File: config.mk
export PLATFORM = sky130hd
export DESIGN_NAME = hazard_ctrl
export DESIGN_NICKNAME = d
export VERILOG_FILES = /design/src/rtl/hazard_ctrl_pkg.sv /design/src/rtl/hazard_ctrl_fwd_sel.sv /design/src/rtl/hazard_ctrl.sv
export SDC_FILE = /design/constraint.sdc
export NUM_CORES = 1
export LEC_CHECK = 0
export BUFFER_PORTS_ARGS = -buffer_cell sky130_fd_sc_hd__buf_2
export CAP_MARGIN = 5
export CORE_ASPECT_RATIO = 0.7
export CORE_MARGIN = 8
export CORE_UTILIZATION = 40
export DETAILED_ROUTE_END_ITERATION = 8
export GPL_ROUTABILITY_DRIVEN = 0
export HOLD_SLACK_MARGIN = 0.15
export SYNTH_ARGS = -nofsm -noshare
export SYNTH_HDL_FRONTEND = slang
export SYNTH_SLANG_ARGS = --single-unit
File: constraint.sdc
create_clock -name clk -period 3.11 [get_ports clk]
set_input_delay 0.311 -clock clk [delete_from_list [all_inputs] [get_ports clk]]
set_output_delay 0.311 -clock clk [all_outputs]
set_load 0.05 [all_outputs]
File: src/rtl/hazard_ctrl_pkg.sv
// hazard_ctrl_pkg: shared FSM states, forward-select encodings and the register-match helper
package hazard_ctrl_pkg;
   typedef enum logic [1:0] {RUN, MEM_WAIT, HALT} state_t;
   localparam logic [1:0] FWD_RF = 2'b00;
   localparam logic [1:0] FWD_E  = 2'b01;
   localparam logic [1:0] FWD_M  = 2'b10;
   localparam logic [1:0] FWD_W  = 2'b11;
   function automatic logic reg_hit(input logic en, input logic [4:0] rs, input logic we, input logic [4:0] rd);
      return en && we && (rs == rd) && (rs != 5'd0);
   endfunction
endpackage

File: src/rtl/hazard_ctrl_fwd_sel.sv
// hazard_ctrl_fwd_sel: priority E > M > W operand forward select plus load-use detect for one source register
module hazard_ctrl_fwd_sel
   import hazard_ctrl_pkg::*;
(
   input  logic       en,
   input  logic [4:0] rs,
   input  logic       we_e,
   input  logic [4:0] rd_e,
   input  logic       ld_e,
   input  logic       we_m,
   input  logic [4:0] rd_m,
   input  logic       ld_m,
   input  logic       we_w,
   input  logic [4:0] rd_w,
   output logic [1:0] sel,
   output logic       lu
);
   logic hit_e, hit_m, hit_w;
   assign hit_e = reg_hit(en, rs, we_e, rd_e);
   assign hit_m = reg_hit(en, rs, we_m, rd_m);
   assign hit_w = reg_hit(en, rs, we_w, rd_w);
   // a load hit forwards nothing: its data only exists once the load reaches W
   assign sel = hit_e ? (ld_e ? FWD_RF : FWD_E) :
                hit_m ? (ld_m ? FWD_RF : FWD_M) :
                hit_w ? FWD_W : FWD_RF;
   assign lu = (hit_e & ld_e) | (~hit_e & hit_m & ld_m);
endmodule

File: src/rtl/hazard_ctrl.sv
// hazard_ctrl: 5-stage pipeline stall/flush/forward control with memory-wait FSM, timeout halt and perf counters
module hazard_ctrl
   import hazard_ctrl_pkg::*;
#(
   parameter int MEM_TIMEOUT = 255,
   parameter int CNT_W       = 32
)(
   input  logic             clk,
   input  logic             rst,
   input  logic             rs1ReadEnable,
   input  logic [4:0]       rs1ReadAddr,
   input  logic             rs2ReadEnable,
   input  logic [4:0]       rs2ReadAddr,
   input  logic             rdWriteEnableE,
   input  logic [4:0]       rdWriteAddrE,
   input  logic             RamReadEnableE,
   input  logic             rdWriteEnableM,
   input  logic [4:0]       rdWriteAddrM,
   input  logic             RamReadEnableM,
   input  logic             rdWriteEnableW,
   input  logic [4:0]       rdWriteAddrW,
   input  logic             redirectE,
   input  logic             memReqM,
   input  logic             memAckM,
   output logic             stallPC,
   output logic             stallF,
   output logic             flushF,
   output logic             stallD,
   output logic             flushD,
   output logic             stallE,
   output logic             stallM,
   output logic             flushM,
   output logic [1:0]       fwdRs1Sel,
   output logic [1:0]       fwdRs2Sel,
   output logic             halted,
   output logic [CNT_W-1:0] stallCnt,
   output logic [CNT_W-1:0] flushCnt
);
   localparam int WW = $clog2(MEM_TIMEOUT + 1);
   state_t state;
   logic [WW-1:0] wcnt, wnext;
   logic [1:0] sel1, sel2;
   logic lu1, lu2, mem_wait, run, hlt, wt, red, lua;
   hazard_ctrl_fwd_sel u_rs1 (
      .en(rs1ReadEnable), .rs(rs1ReadAddr),
      .we_e(rdWriteEnableE), .rd_e(rdWriteAddrE), .ld_e(RamReadEnableE),
      .we_m(rdWriteEnableM), .rd_m(rdWriteAddrM), .ld_m(RamReadEnableM),
      .we_w(rdWriteEnableW), .rd_w(rdWriteAddrW),
      .sel(sel1), .lu(lu1)
   );
   hazard_ctrl_fwd_sel u_rs2 (
      .en(rs2ReadEnable), .rs(rs2ReadAddr),
      .we_e(rdWriteEnableE), .rd_e(rdWriteAddrE), .ld_e(RamReadEnableE),
      .we_m(rdWriteEnableM), .rd_m(rdWriteAddrM), .ld_m(RamReadEnableM),
      .we_w(rdWriteEnableW), .rd_w(rdWriteAddrW),
      .sel(sel2), .lu(lu2)
   );
   assign mem_wait = memReqM & ~memAckM;
   assign run = rst & (state != HALT);
   assign hlt = rst & (state == HALT);
   assign wt  = run & mem_wait;
   // redirect and load-use wait out a memory stall; E is held so they are seen again afterwards
   assign red = run & ~mem_wait & redirectE;
   assign lua = run & ~mem_wait & ~redirectE & (lu1 | lu2);
   assign stallPC = hlt | wt | lua;
   assign stallF  = hlt | wt | lua;
   assign flushF  = red;
   assign stallD  = hlt | wt;
   assign flushD  = red | lua;
   assign stallE  = hlt | wt;
   assign stallM  = hlt;
   assign flushM  = wt;
   assign fwdRs1Sel = rst ? sel1 : FWD_RF;
   assign fwdRs2Sel = rst ? sel2 : FWD_RF;
   assign halted = state == HALT;
   assign wnext = wcnt + WW'(1);
   always_ff @(posedge clk) begin
      if (!rst) begin
         state    <= RUN;
         wcnt     <= '0;
         stallCnt <= '0;
         flushCnt <= '0;
      end else begin
         if (stallPC) stallCnt <= stallCnt + CNT_W'(1);
         if (flushF) flushCnt <= flushCnt + CNT_W'(1);
         if (state != HALT) begin
            wcnt  <= mem_wait ? wnext : '0;
            state <= !mem_wait ? RUN : (wnext == WW'(MEM_TIMEOUT)) ? HALT : MEM_WAIT;
         end
      end
   end
endmodule

==> results.sh <==
export IMPL_hold_buffers=0
export IMPL_grt_pass1_wl_um=17800
export IMPL_maxSlewHeadroom_pct=56.69
export IMPL_num_vias=3766
export IMPL_num_nets_final=621
export IMPL_n_antenna_cell=0
export IMPL_post_cts_buffers=0
export IMPL_yosysWarnings=0
export IMPL_max_cap_viol_count=0
export IMPL_antenna_left=0
export IMPL_post_synth_num_cell_types=45
export IMPL_synth_seq_area_share_pct=37.72
export IMPL_p_switching_uw=501.1
export IMPL_dp_cells=697
export IMPL_cellLeakagePower_uw=0.001994
export IMPL_hold_violations=0
export IMPL_cp_max_fo=4
export IMPL_whs_ns=0.3471
export IMPL_start_util_pct=40.87
export IMPL_holdCritPathClass="in2reg"
export IMPL_comb_power_share_pct=7.6
export IMPL_setup_viol=0
export IMPL_syn_avg_cell_area_um2=8.303
export IMPL_dieArea_um2=13300
export IMPL_cts_root_buf="clkbuf_16"
export IMPL_grt_pass1_vias=3654
export IMPL_ios=114
export IMPL_crit_start="rs2ReadAddr[0]"
export IMPL_wire_per_inst_um=15.04
export IMPL_synth_edf_count=0
export IMPL_ys_async_sr_fraction_pct=0
export IMPL_synth_main_ff_cell="dfxtp_1"
export IMPL_vias_per_cell=5.282
export IMPL_fin_setup_tns_ns=0
export IMPL_clk_latency_ns=0.33
export IMPL_cts_buffers=9
export IMPL_fin_crit_sh_pct=83.11
export IMPL_p_int_uw=1652
export IMPL_antenna_found_initial=0
export IMPL_p_clk_share_pct=48.0
export IMPL_clk_pin_slew_ns=0.06
export IMPL_crit_required_ns=2.80
export IMPL_wirelength_um=10720
export IMPL_cts_tree="built"
export IMPL_drt_iter0_drc=175
export IMPL_drive_gt1_share_pct=23.93
export IMPL_criticalPathCategory="in2out"
export IMPL_die_height_um=98.91
export IMPL_fin_cells=713
export IMPL_skew_ns=0.005613
export IMPL_drtPass1Iterations=4
export IMPL_io_buffers=113
export IMPL_dpl_instance_area_um2=4584
export IMPL_design_area_um2=4882
export IMPL_layout_min_cycle_time_ns=2.585
export IMPL_powerDensity_nw_per_um2=441.1
export IMPL_end_kind="primary output"
export IMPL_rows=30
export IMPL_r2r_start="stallCnt[5]"
export IMPL_rsz0062_at_grt="no"
export IMPL_grt_ovfl_total=0
export IMPL_r2r_slack_ns=0.66
export IMPL_drv_slew=0
export IMPL_ys_ff_latch=74
export IMPL_vdd_drop_max_uv=217.2
export IMPL_layout_common_cells="113 x buf_2, 74 x dfxtp_1, 41 x nor2_1"
export IMPL_hpwl_um=7915
export IMPL_p_seq_share_pct=44.4
export IMPL_track_usage_pct=16.19
export IMPL_clock_fmax_ghz=0.3869
export IMPL_critPathLaunchType="primary input"
export IMPL_htree_levels=3
export IMPL_syn_to_final_growth_pct=24.31
export IMPL_synth_fp_nets=514
export IMPL_post_cts_resized=0
export IMPL_tightest_slew_ns=0.6473
export IMPL_tritoncts_num_sinks=74
export IMPL_synth_cells=473
export IMPL_coreArea_um2=9609
export IMPL_cts_path_max_buffers=2
export IMPL_fillers=978
export IMPL_status="completed"
export IMPL_final_common_cell="buf_2"
export IMPL_swShare_pct=23.27
export IMPL_die_width_um=134.4
export IMPL_grt_max_degree=63
export IMPL_synth_area_um2=3928
export IMPL_drc_errors=0
export IMPL_cp_arrival_ns=2.27
export IMPL_hold_start="rst"
[power by group through the flow]
stage          sequential [uW]  combinational (uW)  clock [uW]
3_3_place_gp               978                 162           0
5_1_grt                    957                 178        1100
2_1_floorplan              985                94.1           0
4_1_cts                    957                 165        1060
3_5_place_dp               978                 165           0
6_report                   957                 164        1030
[logic make-up (layout without fill, tap and decap cells)]
logic type	after synthesis	after routing	synth area share (%)
simple gates	208	208	28.83
compound gates	90	90	13.64
flops	74	74	37.72
xor+xnor	62	62	13.83
buf+inv	32	144	3.886
fa+ha+maj	4	4	1.274
mux	3	3	0.8283
[state kept, by name (all words and copies together) (netlist names)]
register  cells
flushCnt     32
stallCnt     32
state         2
wcnt          8
[through the flow]
stage / total power [uW] / util [%] / setup slack, ns
after floorplan: 1079 / - / 0.2862
after global placement: 1140 / 47.71 / 0.5421
after detailed placement: 1142 / 47.71 / 0.4882
after CTS: 2181 / 50.81 / 0.5262
after global routing: 2237 / 50.81 / 0.4291
final: 2154 / 50.81 / 0.5252
[synth_stat cells, drive strengths merged (2+ instances only)]
cell,number,share of area [%]
nor4,6,1.3
nor2,41,3.9
nand2,32,3.1
a21oi,34,4.3
xor2,38,8.5
o21ai,36,4.7
nand3b,3,0.57
nor3,3,0.51
nand2b,3,0.48
inv,10,0.96
and4,6,1.3
o31ai,11,2.1
or4,10,1.9
xnor2,24,5.4
dfxtp,74,38
or3,25,4.0
and2,4,0.64
buf,8,1.6
nand4,19,3.0
nand4b,2,0.45
nor2b,4,0.64
ha,4,1.3
nand3,31,4.0
and3,19,3.0
clkbuf,13,1.3
o211ai,3,0.57
mux2,2,0.57
[path summary, 6_finish.rpt]
kind	end	cells past startpoint
worst max-delay path	fwdRs2Sel[0]	8
worst min-delay path	stallCnt[8]	2
worst max register to register	stallCnt[30]	8
worst min register to register	flushCnt[31]	2
[area by class of cell]
type	instances	area, um^2	area share, %
clock buffers	12	246.5	5.049
clock inverters	4	51.30	1.051
inverters	11	41.29	0.8457
multi-input cells	367	2293	46.98
flip-flops and latches	74	1481	30.34
well taps	128	160.2	3.280
repair buffers	117	608.1	12.46
[critical path: stages]
cell,delay (ns)
buf_2,0.13
or4_1,0.51
o21ai_1,0.20
nor3_1,0.13
or3_1,0.37
mux2_2,0.27
nor2_1,0.08
buf_2,0.28
[layer usage]
metal	track usage [%]	up-vias	wire, um
li1	-	1917	-
met1	20.13	1758	5102
met2	25.53	85	4874
met3	6.555	6	661
met4	3.869	0	83
met5	0	-	0
(Power assumes the default switching activity.)
